===== config.mk =====
export PLATFORM = sky130hd
export DESIGN_NAME = fetch_stage
export DESIGN_NICKNAME = d
export VERILOG_FILES = /design/src/rtl/fetch_stage_pkg.sv /design/src/rtl/fetch_queue.sv /design/src/rtl/fetch_stage.sv
export SDC_FILE = /design/constraint.sdc
export NUM_CORES = 1
export LEC_CHECK = 0
export CAP_MARGIN = 20
export CELL_PAD_IN_SITES_DETAIL_PLACEMENT = 0
export CELL_PAD_IN_SITES_GLOBAL_PLACEMENT = 1
export CORE_MARGIN = 4
export CORE_UTILIZATION = 30
export DETAILED_ROUTE_END_ITERATION = 7
export HOLD_SLACK_MARGIN = 0.12
export PLACE_DENSITY_LB_ADDON = 0.1
export SYNTH_ARGS = -nofsm -noshare
export SYNTH_HDL_FRONTEND = slang
export SYNTH_SLANG_ARGS = --single-unit

===== constraint.sdc =====
create_clock -name clk -period 2.67 [get_ports clk]
set_input_delay 0.534 -clock clk [delete_from_list [all_inputs] [get_ports clk]]
set_output_delay 0.534 -clock clk [all_outputs]
set_load 0.1 [all_outputs]

===== src/rtl/fetch_stage_pkg.sv =====
// Shared widths and FSM encoding for the SIMPLE-pipeline instruction fetch stage.
package fetch_stage_pkg;
  localparam int ADDR_W = 16;
  localparam int INST_W = 16;

  typedef enum logic {
    ST_RUN    = 1'b0,
    ST_HALTED = 1'b1
  } state_e;
endpackage


===== src/rtl/fetch_queue.sv =====
// Small power-of-two FIFO holding fetched {inst, pc1} words; clear wins over push/pop,
// and push+pop in the same cycle is legal even when full.
module fetch_queue #(
  parameter int DATA_W = 32,
  parameter int DEPTH  = 2
) (
  input  logic                     clk,
  input  logic                     rst,
  input  logic                     clear,
  input  logic                     push,
  input  logic                     pop,
  input  logic [DATA_W-1:0]        push_data,
  output logic [DATA_W-1:0]        head_data,
  output logic                     head_valid,
  output logic [$clog2(DEPTH):0]   count
);
  localparam int PTR_W = $clog2(DEPTH);

  logic [DATA_W-1:0] mem_q [DEPTH];
  logic [PTR_W-1:0]  rd_ptr_q, rd_ptr_d;
  logic [PTR_W-1:0]  wr_ptr_q, wr_ptr_d;
  logic [PTR_W:0]    count_q, count_d;
  logic              do_push, do_pop;

  always_comb begin
    do_pop   = pop && (count_q != '0) && !clear;
    do_push  = push && !clear;
    rd_ptr_d = rd_ptr_q;
    wr_ptr_d = wr_ptr_q;
    count_d  = count_q;
    if (clear) begin
      rd_ptr_d = '0;
      wr_ptr_d = '0;
      count_d  = '0;
    end else begin
      if (do_pop)  rd_ptr_d = rd_ptr_q + PTR_W'(1);
      if (do_push) wr_ptr_d = wr_ptr_q + PTR_W'(1);
      count_d = count_q + (PTR_W+1)'(do_push) - (PTR_W+1)'(do_pop);
    end
  end

  always_ff @(posedge clk or posedge rst) begin
    if (rst) begin
      rd_ptr_q <= '0;
      wr_ptr_q <= '0;
      count_q  <= '0;
    end else begin
      rd_ptr_q <= rd_ptr_d;
      wr_ptr_q <= wr_ptr_d;
      count_q  <= count_d;
    end
  end

  // Payload needs no reset; validity lives entirely in count_q.
  always_ff @(posedge clk) begin
    if (do_push) mem_q[wr_ptr_q] <= push_data;
  end

  // The upstream credit rule must never let a push land on a full queue without a pop.
  always_ff @(posedge clk) begin
    if (!rst) assert (!(do_push && !do_pop && (count_q == (PTR_W+1)'(DEPTH))));
  end

  assign head_data  = mem_q[rd_ptr_q];
  assign head_valid = (count_q != '0);
  assign count      = count_q;
endmodule


===== src/rtl/fetch_stage.sv =====
// Instruction fetch: owns the fetch PC, issues reads to a 1-cycle sync RAM and
// presents queued words to decode, with stall hold, redirect flush and HLT stop.
module fetch_stage #(
  parameter int                   ADDR_W   = fetch_stage_pkg::ADDR_W,
  parameter int                   INST_W   = fetch_stage_pkg::INST_W,
  parameter int                   DEPTH    = 2,
  parameter logic [ADDR_W-1:0]    RESET_PC = '0
) (
  input  logic              clk,
  input  logic              reset,
  input  logic              ce,
  input  logic              halt,
  input  logic              stall,
  input  logic              redirect,
  input  logic [ADDR_W-1:0] redirect_pc,
  output logic [ADDR_W-1:0] imem_addr,
  input  logic [INST_W-1:0] imem_rdata,
  output logic [INST_W-1:0] inst,
  output logic [ADDR_W-1:0] inst_pc1,
  output logic              inst_valid,
  output logic [ADDR_W-1:0] fetch_pc
);
  import fetch_stage_pkg::*;

  localparam int CNT_W = $clog2(DEPTH) + 1;

  state_e                    state_q, state_d;
  logic [ADDR_W-1:0]         fetch_pc_q, fetch_pc_d;
  logic [ADDR_W-1:0]         req_pc_q, req_pc_d;
  logic                      req_q, req_d;
  logic                      pop, push, issue;
  logic                      head_valid;
  logic [CNT_W-1:0]          count;
  logic [INST_W+ADDR_W-1:0]  head_data, push_data;

  assign pop       = head_valid & ~stall;
  assign push      = req_q & ~redirect;
  assign push_data = {imem_rdata, req_pc_q + ADDR_W'(1)};

  always_comb begin
    // Credit check: occupancy after this edge plus the new request must fit.
    issue = (state_q == ST_RUN) && ce && !redirect &&
            (({1'b0, count} + (CNT_W+1)'(req_q)) < ((CNT_W+1)'(DEPTH) + (CNT_W+1)'(pop)));
    state_d    = state_q;
    fetch_pc_d = fetch_pc_q;
    req_pc_d   = req_pc_q;
    req_d      = issue;
    if (issue) begin
      req_pc_d   = fetch_pc_q;
      fetch_pc_d = fetch_pc_q + ADDR_W'(1);
    end
    if (redirect) fetch_pc_d = redirect_pc;
    if (halt)     state_d    = ST_HALTED;
  end

  always_ff @(posedge clk or posedge reset) begin
    if (reset) begin
      state_q    <= ST_RUN;
      fetch_pc_q <= RESET_PC;
      req_pc_q   <= '0;
      req_q      <= 1'b0;
    end else begin
      state_q    <= state_d;
      fetch_pc_q <= fetch_pc_d;
      req_pc_q   <= req_pc_d;
      req_q      <= req_d;
    end
  end

  fetch_queue #(
    .DATA_W (INST_W + ADDR_W),
    .DEPTH  (DEPTH)
  ) u_queue (
    .clk        (clk),
    .rst        (reset),
    .clear      (redirect),
    .push       (push),
    .pop        (pop),
    .push_data  (push_data),
    .head_data  (head_data),
    .head_valid (head_valid),
    .count      (count)
  );

  assign imem_addr  = fetch_pc_q;
  assign fetch_pc   = fetch_pc_q;
  assign inst_valid = head_valid;
  assign inst       = head_valid ? head_data[INST_W+ADDR_W-1:ADDR_W] : '0;
  assign inst_pc1   = head_valid ? head_data[ADDR_W-1:0] : '0;
endmodule


; ---- Word-level counts from Yosys, hierarchy flattened
; Memories as Yosys holds them, arrays and structs flattened.
; Cells that the tools add are included.
[totals]
ff_bits = 38
ramBits = 64
input_bits = 38
output_inout_bits = 65
word_cells = 44
mem_count = 1
[classes]
addsub = 8
order_cmp = 1
muxes = 11
bitwise_logic = 5
reduce_logical = 11
[mem_list]
columns = name, words, word_bits, read_ports, rd_ports_with_merged_regs, wr, line
row1 = u_queue.mem_q, 2, 32, 1, 0, 1, fetch_queue.sv:19  ; logic [DATA_W-1:0] mem_q [DEPTH];
[ops]
columns = cell, n
row1 = two-way mux 16 bit, 4
row2 = adder 16 x 1 -> 16 bit (second input constant), 2
row3 = nonzero test 2 bit, 4
row4 = logical AND 1 bit, 6
row5 = two-way mux 1 bit, 6
row6 = adder 2 x 1 -> 3 bit, 1
row7 = adder 2 x 1 -> 3 bit (first input constant), 1
row8 = < comparator 3 bit, 1
row9 = inverter 1 bit, 3
row10 = adder 1 bit (second input constant), 2
row11 = adder 2 x 1 -> 2 bit, 1
row12 = AND 1 bit, 2
row13 = two-way mux 2 bit, 1
row14 = subtractor 2 x 1 -> 2 bit, 1
row15 = logical NOT 1 bit, 1

; ---- Logic depth before layout (Yosys ltp)
[logic_depth]
depth_word = 7
depth_mapped = 8
mapped_depth_nobuf = 7

; ---- Modules after synthesis
; A second synthesis with hierarchy kept.
[unflattened]
hier_cells = 365
area_unflattened_um2 = 4859.7
[by_module_without_submodules]
columns = mod, n_inst, cells_per_inst, area_each_um2, seq_area_each_um2
row1 = fetch_queue, 1, 123, 2575.0, 2021.9
row2 = fetch_stage, 1, 242, 2284.7, 850.8

; ---- Worst setup path before layout
; No wires, ideal clock.
[synth_path]
kind = input port to flip-flop
startpoint = in redirect
endpoint = mem u_queue.mem_q[0][0], enable pin
setup_ns = 0.425
t_arrival_ns = 2.355
t_required_ns = 2.245
setup_slack_ns = -0.109
stages = 3
n_path_buf = 1
path_cell_list = clkbuf_1 > nor2b_1 > nor2b_1
[synth_via]
elab_chain_cells = 5
word_cells_on_any_way = 6
cone_classes = 2 x mux / 2 x bitwise / 2 x reduce/logical
[synth_lines]
columns = item, line
row1 = "start, declared", fetch_stage.sv:14  ; input logic redirect,
row2 = inverter 1 bit, fetch_stage.sv:37  ; assign push = req_q & ~redirect;
row3 = AND 1 bit, fetch_stage.sv:37
row4 = logical AND 1 bit *, fetch_queue.sv:27  ; do_push = push && !clear;
row5 = two-way mux 1 bit *, fetch_queue.sv:56  ; if (do_push) mem_q[wr_ptr_q] <= push_data;
row6 = two-way mux 1 bit (implied by the code) *, fetch_queue.sv:56
row7 = "end, declared", fetch_queue.sv:19
; Every way passes the cells marked *; elsewhere a longest branch is shown, timed or not.

; ---- Worst setup path after layout
[layout_path]
startpoint = reg u_queue.rd_ptr_q
endpoint = out inst[5]
[layout_via]
elab_chain_cells = 2
[layout_lines]
columns = item, line
row1 = "start, declared", fetch_queue.sv:20  ; logic [PTR_W-1:0] rd_ptr_q, rd_ptr_d;
row2 = "start signal, assigned", fetch_queue.sv:48  ; rd_ptr_q <= rd_ptr_d;
row3 = memory (2 x 32 bit), -
row4 = two-way mux 16 bit, fetch_stage.sv:88  ; assign inst = head_valid ? head_data[INST_W+ADDR_W-1:ADDR_W] : '0;
row5 = "end, declared", fetch_stage.sv:18  ; output logic [INST_W-1:0] inst,
; Every way passes these cells.

==> impl_metrics.env <==
export IMPL_outcome="finished, final reports clean"
export IMPL_nFillCells=1493
export IMPL_start_util=0.3111
export IMPL_nets=529
export IMPL_gp_congestion=0.8349
export IMPL_peakVddDrop_mv=0.2890
export IMPL_gr_usage_met3=0.02943
export IMPL_syn_inst=396
export IMPL_hold_end="state_q$_DFFE_PP0P_"
export IMPL_yosysWarnings=0
export IMPL_cp_common_cell="buf_12"
export IMPL_synth_area_um2=4800
export IMPL_core_um2=15430
export IMPL_worst_path_max_fanout=16
export IMPL_setup_tns_ps=0
export IMPL_die_h_um=134.5
export IMPL_drt_iter0_markers=155
export IMPL_intPower_mw=2.510
export IMPL_required_ps=2140
export IMPL_drv_slew=0
export IMPL_setup_ws_ps=411.3
export IMPL_p_switching_mw=1.112
export IMPL_max_freq_mhz=442.7
export IMPL_grt_max_degree=39
export IMPL_ys_types=45
export IMPL_avgSynthCellArea_um2=12.12
export IMPL_async_flop_share=0.3725
export IMPL_firstDrtPassIters=4
export IMPL_reg2regPathDepth=6
export IMPL_crit_buf_inv=2
export IMPL_synth_fp_nets=440
export IMPL_ctsHoldBuffers=0
export IMPL_clkSlewWorstSetupHoldPaths_ps=70
export IMPL_relSlewSlack=0.5528
export IMPL_ys_flop_type="edfxtp_1"
export IMPL_synth_seq_cells=102
export IMPL_antenna_found_initial=1
export IMPL_rrSetupSlack_ps=450
export IMPL_timing_worst_setup_path_type="flip-flop to output port"
export IMPL_r2r_end="req_pc_q[14]$_DFFE_PP0P_"
export IMPL_seq_power_share=0.500
export IMPL_gr_usage_met2=0.2064
export IMPL_start_kind="flip-flop"
export IMPL_setup_viol=0
export IMPL_setup_worst_path_end_class="output port"
export IMPL_dp_hpwl_um=8130
export IMPL_switching_share=0.3069
export IMPL_grt_pass1_vias=3342
export IMPL_io_pins=103
export IMPL_dr_total_vias=3339
export IMPL_min_from="state_q$_DFFE_PP0P_"
export IMPL_place_ws_ps=228.2
export IMPL_worstPathArrival_ps=1720
export IMPL_cts_setup_buffers=0
export IMPL_cts_htree_levels=3
export IMPL_rsz0062_at_grt="false"
export IMPL_worstSkewPairLatency_ps=340
export IMPL_layout_drive_gt1_share=0.2577
export IMPL_grt_met1_usage=0.1666
export IMPL_gr_max_usage_layer="met2"
export IMPL_grt_overflow_total=0
export IMPL_synth_edf_count=64
export IMPL_drc=0
export IMPL_max_cap_violations=0
export IMPL_worst_path_max_delay_cell="dfrtp_2"
export IMPL_cts_root_buf="clkbuf_16"
export IMPL_wl_per_cell_um=16.41
export IMPL_hold_viol_final=0
export IMPL_p_per_area_nw_per_um2=549.2
export IMPL_cts_buffers=9
export IMPL_cts_buffer_depth=2
export IMPL_cts_tree="built"
export IMPL_worst_pin_slew_ps=670.8
export IMPL_crit_chain="buf_12, mux2i_1, nor2_2, buf_12"
export IMPL_syn2layout_area_growth_pct=37.38
export IMPL_grt_usage=0.1284
export IMPL_vias_per_cell=4.770
export IMPL_seq_area_frac_synth=0.5985
export IMPL_combPwrFrac=0.177
export IMPL_slowest_delay_ps=650
export IMPL_drt_total_wl_um=11480
export IMPL_clock_skew_ps=6.313
export IMPL_die_area_um2=18090
export IMPL_power_leakage_nw=2.400
export IMPL_rows=45
export IMPL_clkSinkCount=102
export IMPL_cts_resized=0
export IMPL_port_buffers=102
export IMPL_reg2reg_from="u_queue.count[0]$_DFF_PP0_"
export IMPL_min_path_type="flip-flop to flip-flop"
export IMPL_drt_antenna_violating_nets=0
export IMPL_hold_depth=1
export IMPL_crit_family="flip-flops"
export IMPL_antenna_cells=0
export IMPL_p_clk_frac=0.323
export IMPL_fin_crit_ps=2259
export IMPL_grt_pass1_wl_um=18040
export IMPL_fin_crit_sh=0.8459
export IMPL_die_w_um=134.5
==> layout by cell type, fill, tap and decap left out, types with 12 or more instances in the layout <==
cell type and count:
buf_12 37, buf_4 39, clkdlybuf4s50_1 37, dfrtp_1 37
edfxtp_1 64, mux2_1 12, mux2i_1 32, nand2_1 20
nand3_1 15, nand4_1 16, nor2_1 20, nor2_2 29
==> how the worst max path moves through the flow <==
stage	startpoint	to	slack [ps]	cells after the start
2_1_floorplan	u_queue.rd_ptr_q$_DFFE_PP0P_	inst[0]	240	3
3_3_place_gp	ce	req_pc_q[12]$_DFFE_PP0P_	270	5
3_5_place_dp	ce	req_pc_q[14]$_DFFE_PP0P_	230	5
4_1_cts	u_queue.rd_ptr_q$_DFFE_PP0P_	inst_pc1[12]	350	4
5_1_grt	u_queue.rd_ptr_q$_DFFE_PP0P_	inst[10]	290	4
6_report	u_queue.rd_ptr_q$_DFFE_PP0P_	inst[5]	410	4
==> sequential cells by signal, summed over array words and instances (netlist names) <==
signal / cells
fetch_pc: 16
req_q: 1
req_pc_q: 16
u_queue.mem_q: 64
u_queue.rd_ptr_q: 1
u_queue.count: 2
state_q: 1
u_queue.wr_ptr_q: 1
==> synthesized netlist by cell type (5+ instances only) <==
| cell | n | area share |
|---|---|---|
| edfxtp_1 | 64 | 0.40 |
| a31oi_1 | 7 | 0.0091 |
| o21ai_0 | 9 | 0.0094 |
| nand2_1 | 20 | 0.016 |
| inv_1 | 9 | 0.0070 |
| xnor2_1 | 11 | 0.020 |
| nor2b_1 | 6 | 0.0078 |
| xor2_1 | 6 | 0.011 |
| mux2_1 | 12 | 0.028 |
| nand4_1 | 16 | 0.021 |
| nor2_1 | 50 | 0.039 |
| nand3_1 | 15 | 0.016 |
| clkbuf_1 | 10 | 0.0078 |
| ha_1 | 6 | 0.016 |
| dfrtp_1 | 38 | 0.20 |
| o31ai_1 | 7 | 0.011 |
| buf_4 | 16 | 0.025 |
| or4_1 | 5 | 0.0078 |
| mux2i_1 | 32 | 0.067 |
==> logic make-up (layout without fill, tap and decap cells) <==
| group | count (synthesis) | in the layout | synth area share |
|---|---|---|---|
| xor gates and xnor gates | 17 | 17 | 0.03102 |
| DFF | 102 | 102 | 0.5985 |
| buffers and inverters | 46 | 139 | 0.05422 |
| AOI/OAI and AO/OA | 40 | 40 | 0.05735 |
| and+or+nand+nor | 140 | 140 | 0.1460 |
| muxes | 45 | 45 | 0.09724 |
| adders and majority gates | 6 | 6 | 0.01564 |
==> routing by layer <==
metal | wire [µm] | vias up
li1 | - | 1615
met4 | 231 | 2
met2 | 5420 | 103
met1 | 5280 | 1600
met5 | 13 | -
met3 | 539 | 19
==> through the flow <==
stage / hold WS (ps) / utilization / power [mW] / instances / instance area (µm²)
after floorplan: 456.9 / - / 2.314 / 396 / 4875
final: 535.2 / 0.4274 / 3.621 / 700 / 6594
after global placement: 527.1 / 0.4108 / 2.489 / 685 / 6337
after global routing: 550.4 / 0.4274 / 3.767 / 700 / 6594
after detailed placement: 518.1 / 0.4108 / 2.491 / 685 / 6337
after CTS: 534.2 / 0.4274 / 3.676 / 700 / 6594
==> area by class of cell <==
type,instances,area [µm²],share of cell area
tap,211,264.0,0.04004
multi-input combinational,248,1754,0.2660
timing repair buffer,113,1404,0.2129
inverter,11,41.29,0.006262
sequential,102,2874,0.4359
clock buffer,10,229.0,0.03472
clock inverter,5,27.53,0.004175
==> power by group through the flow <==
stage / logic [mW] / registers [mW] / clock network (mW)
floorplan: 0.330 / 1.98 / 0
global placement: 0.644 / 1.85 / 0
detailed placement: 0.646 / 1.85 / 0
CTS: 0.647 / 1.81 / 1.22
global route: 0.674 / 1.82 / 1.27
finish: 0.641 / 1.81 / 1.17
(Power assumes the default switching activity.)
